### src/rtl/slapfight_dl_router.sv
// ioctl download router: ROM bytes to region write ports through a one-entry skid,
// plus DIP / PCB-select capture and download statistics.
module slapfight_dl_router #(
    parameter int                  NREG  = 4,
    parameter int                  AW    = 25,
    parameter logic [NREG*AW-1:0]  RBASE = {25'h30000, 25'h20000, 25'h10000, 25'h0}
) (
    input  logic            clkm_48MHZ,
    input  logic            RESET_n,
    input  logic            ioctl_download,
    input  logic [7:0]      ioctl_index,
    input  logic            ioctl_wr,
    input  logic [AW-1:0]   ioctl_addr,
    input  logic [7:0]      ioctl_dout,
    output logic            ioctl_wait,
    output logic [NREG-1:0] dn_wr,
    output logic [AW-1:0]   dn_addr,
    output logic [7:0]      dn_data,
    input  logic            dn_ready,
    output logic [63:0]     dip_sw,
    output logic            pcb_sel,
    output logic [AW-1:0]   dl_bytes,
    output logic [7:0]      dl_sum,
    output logic            dl_done
);

    typedef enum logic [1:0] {IDLE, LOAD, HOLD, DONE} state_t;

    state_t        state_q, state_d;
    logic          pend_q;
    logic [2:0]    reg_q;
    logic          hit;
    logic [2:0]    ridx;
    logic [AW-1:0] rel;
    logic          accept;
    logic          capture;
    logic          rom_wr;

    // Bases ascend, so the last matching region is the highest one.
    always_comb begin
        hit  = 1'b0;
        ridx = '0;
        rel  = '0;
        for (int i = 0; i < NREG; i++) begin
            if (ioctl_addr >= RBASE[i*AW +: AW]) begin
                hit  = 1'b1;
                ridx = 3'(i);
                rel  = ioctl_addr - RBASE[i*AW +: AW];
            end
        end
    end

    assign accept = pend_q & dn_ready;
    assign rom_wr = ioctl_wr & ioctl_download & (ioctl_index == 8'd0) & hit;

    always_comb begin
        state_d = state_q;
        capture = 1'b0;
        unique case (state_q)
            IDLE: begin
                if (ioctl_download && ioctl_index == 8'd0)
                    state_d = LOAD;
            end
            LOAD: begin
                if (pend_q && !dn_ready)
                    state_d = HOLD;
                else if (!ioctl_download)
                    state_d = DONE;
                else
                    capture = rom_wr;
            end
            HOLD: begin
                if (dn_ready)
                    state_d = ioctl_download ? LOAD : DONE;
            end
            DONE: state_d = IDLE;
            default: state_d = IDLE;
        endcase
    end

    always_comb begin
        dn_wr = '0;
        for (int i = 0; i < NREG; i++)
            dn_wr[i] = pend_q && (reg_q == 3'(i));
    end

    assign ioctl_wait = (state_q == HOLD);
    assign dl_done    = (state_q == DONE);

    always_ff @(posedge clkm_48MHZ) begin
        if (!RESET_n) begin
            state_q  <= IDLE;
            pend_q   <= 1'b0;
            reg_q    <= '0;
            dn_addr  <= '0;
            dn_data  <= '0;
            dip_sw   <= '0;
            pcb_sel  <= 1'b0;
            dl_bytes <= '0;
            dl_sum   <= '0;
        end else begin
            state_q <= state_d;
            if (capture) begin
                pend_q  <= 1'b1;
                reg_q   <= ridx;
                dn_addr <= rel;
                dn_data <= ioctl_dout;
            end else if (accept) begin
                pend_q <= 1'b0;
            end
            if (state_q == IDLE && state_d == LOAD) begin
                dl_bytes <= '0;
                dl_sum   <= '0;
            end else if (accept) begin
                dl_bytes <= dl_bytes + 1'b1;
                dl_sum   <= dl_sum + dn_data;
            end
            if (ioctl_wr && ioctl_index == 8'd254 && ioctl_addr[AW-1:3] == '0)
                dip_sw[{ioctl_addr[2:0], 3'b000} +: 8] <= ioctl_dout;
            if (ioctl_wr && ioctl_index == 8'd1)
                pcb_sel <= (ioctl_dout == 8'h01);
        end
    end

endmodule

### config.mk
export PLATFORM = sky130hd
export DESIGN_NAME = slapfight_dl_router
export DESIGN_NICKNAME = d
export VERILOG_FILES = /design/src/rtl/slapfight_dl_router.sv
export SDC_FILE = /design/constraint.sdc
export NUM_CORES = 1
export LEC_CHECK = 0
export ABC_CLOCK_PERIOD_IN_PS = 4850
export BUFFER_PORTS_ARGS = -buffer_cell sky130_fd_sc_hd__buf_4
export CORE_MARGIN = 3
export CORE_UTILIZATION = 30
export DETAILED_ROUTE_END_ITERATION = 7
export GPL_TIMING_DRIVEN = 0
export PLACE_DENSITY = 0.48
export SLEW_MARGIN = 25
export SYNTH_ARGS = -nofsm -noshare
export SYNTH_HDL_FRONTEND = slang
export SYNTH_SLANG_ARGS = --single-unit
### constraint.sdc
create_clock -name clkm_48MHZ -period 4.85 [get_ports clkm_48MHZ]
set_input_delay 0.485 -clock clkm_48MHZ [delete_from_list [all_inputs] [get_ports clkm_48MHZ]]
set_output_delay 0.485 -clock clkm_48MHZ [all_outputs]
set_load 0.02 [all_outputs]
Word level (Yosys, flattened, before mapping)
Index checks and enable logic that the tools add are counted.
Cells by class
  bitwise logic cells: 5
  order comparisons: 4
  eq/ne operators: 10
  muxes and demuxes: 23
  shift-type cells: 2
  add/subtract/negate cells: 6
  reduce and logical (&&, ||, !) cells: 17
Operators by type and width (number)
  $mux 25: 4
  $bwmux 64: 1
  $shift 8x8->64 const A: 1
  $shiftx 8x8->64: 1
  $ge 25x18->1 const B: 2
  $sub 25x18->25 const B: 2
  $add 25x1->25 const B: 1
  $ge 25x1->1 const B: 1
  $ge 25x17->1 const B: 1
  $sub 25x17->25 const B: 1
  $logic_not 22->1: 1
  $eq 8x1->1 const B: 2
  $logic_and 1x1->1: 10
  $mux 1: 10
  $mux 2: 5
  $add 8x8->8: 1
  $eq 8x8->1 const B: 1
  $logic_not 8->1: 1
  $neg 6->8: 1
  $pmux 2 s4: 1
  $eq 3x2->1 const B: 2
  $mux 3: 2
  $and 1x1->1: 4
  $eq 2x1->1 const B: 2
  other kinds (8): 9
Word-level totals
  output and inout port bits: 137
  flip-flop bits (word level): 137
  word-level logic and storage cells: 76

Logic depth before layout (Yosys ltp)
  depth after elaboration: 10
  mapped depth: 9
  gate-level depth less buffers: 8

Worst setup path before layout
OpenSTA, ideal clock, no wires.
  path type: input port to flip-flop
  from: input ioctl_addr[18]
  to: register dn_addr[20]
  arrival time: 2279 ps
  cell stages on the path: 9
  path slack: 2513 ps
  cells stage by stage: clkbuf_1 > inv_1 > ha_1 > a21oi_1 > and3_1 > o21ai_2 > or4_1 > a21oi_1 > o21a_1
On the way
  word-level cells in the longest chain between the ends: 9
Ends and longest elaborated chain
  from (decl): RTL line 13  | input logic [AW-1:0] ioctl_addr,
  $ge 25x1->1: RTL line 45  | if (ioctl_addr >= RBASE[i*AW +: AW]) begin
  $mux 1 (4 in a row): RTL line 45
  $and 1x1->1: RTL line 54  | assign rom_wr = ioctl_wr & ioctl_download & (ioctl_index == 8'd0) & hit;
  $mux 1: RTL line 67  | else if (!ioctl_download)
  $mux 1: RTL line 65  | if (pend_q && !dn_ready)
  $mux 1: RTL line 59  | unique case (state_q)
  to (signal assigned): RTL line 106  | dn_addr <= rel;
  to (decl): RTL line 17  | output logic [AW-1:0] dn_addr,
Parallel ways exist; a longest one is shown, timed or not.
A chain may end at the register's enable or synchronous reset.

Worst setup path after layout
  from: input ioctl_index[5]
  to: register dn_addr[1]
On the way
  word-level cells in the longest chain between the ends: 6
Ends and longest elaborated chain
  from (decl): RTL line 11  | input logic [7:0] ioctl_index,
  $logic_not 8->1: RTL line 54
  $and 1x1->1 (2 in a row): RTL line 54
  $mux 1: RTL line 67
  $mux 1: RTL line 65
  $mux 1: RTL line 59
No other way between the ends.

==> results.md <==
- Reg2Reg Depth: 6
- Post-synthesis cell count: 700
- CTS tree: done
- Crit Reg-Reg Endpoint: dn_addr[1]
- WHS Path Cells: 3
- WHS Endpoint: dn_addr[5]
- RSZ-0062 raised after global routing: false
- Crit path launch type: primary input
- CTS Root Cell: clkbuf_16
- DR vias: between 5,000 and 6,000
- Worst Tran Pin Value: 1.01 ns
- First-pass GRT wire length: 30,700 um
- Post-synthesis mux area share: 0.0905
- Worst path required time: between 5 and 6 ns
- Maxcap violations: 0
- HPWL Detailed: about 15,000 um
- Post-Syn Area: around 0.0062 mm^2
- Relative slew slack: 0.323
- P per Cell Area: 308 mW/mm^2
- Initial antenna violation count: 0
- Synth cell types: 50
- DR DRC count: 0
- Post-CTS sizing: 0
- Crit-path max FO: 10
- Worst reg2reg setup slack: approximately 2.5 ns
- Largest net degree at the start of global routing: 17
- Largest family of logic cells by synthesized area: simple AND/OR/NAND/NOR gates
- Top_reg_cell synth: dfxtp_1
- Routed vias/inst: 4.68
- Post-Syn Nets: approximately 760
- Die Area: 0.0224 mm^2
- Post-Synth XOR/XNOR Area: 0.0424
- # H-tree levels: 4
- Total power: around 2.6 mW
- Clk_lat worst skew: between 0.4 and 0.5 ns
- Worst VDD drop: 0.000220 V
- Layout net count: about 960
- Antenna cells: 0
- Tcrit/Tclk final: 0.500
- Vias in the first global route: 5,466
- Final ANT Viol Nets: 0
- CP Capture Type: flop
- DRT Pass-1 Iters: 4
- Compound-gate portion of the synthesized area: 0.105
- Synth Register Bits: ~140
- Drt initial violations: 190
- Clock slew at reported path FFs: 0.07 ns
- IO buf count: between 150 and 200
- Synth async-reset ratio: 0
- Gpl congestion: about 0.8
- TNS Setup: 0 ns
- Register area share after synthesis: 0.440
- Area Overhead vs Synth: 37.3%
- Clk buf depth: 2
- Synth Area in Simple Gates: 0.257
- Detailed-route wire length per cell: roughly 16 um
- WL final: 19,400 um
- Setup bufs post-CTS: 0
- Crit Reg-Reg Startpoint: state_q[0]
- Hold crit path type: primary input to flop
- Chip height: about 150 um
- Status: completed
- Layout cells sized above 1: 0.249
- Finished Cell Area: about 0.0085 mm^2
- Total CTS buffers: 17
- Initial cell density of the core: 0.312
- Total GRT Usage: 0.175
- # rows: 51
- Slew Viols, Final: 0
- Final Hold Viols: 0
- Layout fillers: just over 2,000
- Core area: ~0.02 mm^2
- Setup-failing EPs final: 0
- Clock skew: 0.00594 ns
- Post-synth EDFFs: 0
- Die X: 150 um
- Average cell area after synthesis: approximately 8.8 um^2
- Cell Area, Placed: between 0.007 and 0.008 mm^2
- Hold path start: ioctl_addr[5]
- WS Path Type: primary input to flop
- Yosys warning count: 0
- Final min period: 2.42 ns
- IO Pins: around 180
- Fmax: 413 MHz
- # hold bufs at CTS: 0
- Pleak: about 3.6 nW
- Clock sinks: 136
- Adder-cell share of the synthesized area: 0.0376
- Grt ovf: 0
- Worst path arrival time: about 2.8 ns
## final cells by class
type,count,area [um^2],share of cell area
clock inverters,15,195,0.0230
well taps,265,332,0.0390
repair buffers,181,1360,0.160
plain buffers,32,123,0.0144
multi-input cells,520,3300,0.388
clock buffers,17,425,0.0500
inverters,12,45.0,0.00530
flip-flops and latches,136,2720,0.320
## metal layers
metal | track usage | wire length (um) | vias to the layer above
met5 | 0 | 0 | -
met4 | 0.0297 | 96 | 0
met3 | 0.0727 | 1520 | 9
met2 | 0.279 | 8840 | 138
met1 | 0.227 | 8940 | 2516
li1 | - | - | 2846
## critical path: stages
cell and delay, ns:
buf_4 0.11, nor4_1 0.30, nand2_1 0.20, nor4_1 0.90
clkbuf_1 0.48, nand2_1 0.09, a21boi_0 0.18
## cell usage in the layout (no fill, tap or decap), drive strengths merged, types with 10 or more instances in the layout
cell type,instances
a21boi,25
a21oi,22
buf,184
clkbuf,46
dfxtp,136
ha,17
inv,24
mux2i,56
nand2,145
nand3,30
nand4,18
nor2,41
nor2b,14
nor3,10
nor4,11
o21ai,27
xnor2,12
xor2,18
## synth_stat cells (9+ instances only)
master      n  area, um^2
nand2_1   145         544
dfxtp_1   136        2720
mux2i_1    56         561
nor2_1     38         143
clkbuf_1   29         109
nand3_1    28         140
o21ai_0    26         130
a21boi_0   25         188
a21oi_1    22         110
xor2_1     18         158
ha_1       17         213
nand4_1    17         106
nor2b_1    14        87.6
inv_1      12        45.0
xnor2_1    12         105
nor3_1     10        50.1
nor4_1      9        56.3
## kinds of logic (layout without fill, tap and decap cells)
family          count (synthesis)  count (layout)
mux                            56              56
buf+inv                        44             257
compound gates                103             103
fa+ha+maj                      18              18
simple gates                  313             313
flops                         136             136
xor+xnor                       30              30
## sequential cells by signal, indices dropped and copies added, names as in the netlist
name / cells
dn_addr: 25
dip_sw: 64
reg_q: 2
state_q: 2
dl_bytes: 25
dl_sum: 8
pcb_sel: 1
pend_q: 1
dn_data: 8
## report_power, final
part | internal (mW) | switching [mW]
clock network | 0.794 | 0.586
logic | 0.0466 | 0.0794
registers | 1.12 | 0.0000113
## metrics by stage
step	std cells	hold WS (ns)	utilization	worst slack, ns
2_1_floorplan	700	0.533	-	2.51
4_1_cts	1178	0.307	0.428	2.41
3_3_place_gp	1146	0.442	0.397	1.95
5_1_grt	1178	0.316	0.428	2.19
3_5_place_dp	1146	0.450	0.397	1.96
6_report	1178	0.330	0.428	2.43
## worst max-delay path by stage
stage,end,depth (start not counted),from,slack (ns)
3_3_place_gp,dl_bytes[24],7,ioctl_index[5],1.95
3_5_place_dp,dn_addr[3],7,ioctl_index[5],1.96
2_1_floorplan,dn_addr[20],9,ioctl_addr[18],2.51
4_1_cts,dl_sum[7],7,ioctl_index[5],2.41
6_report,dn_addr[1],7,ioctl_index[5],2.43
5_1_grt,dn_addr[12],7,ioctl_index[5],2.19
Power figures use the tool's default switching activity.
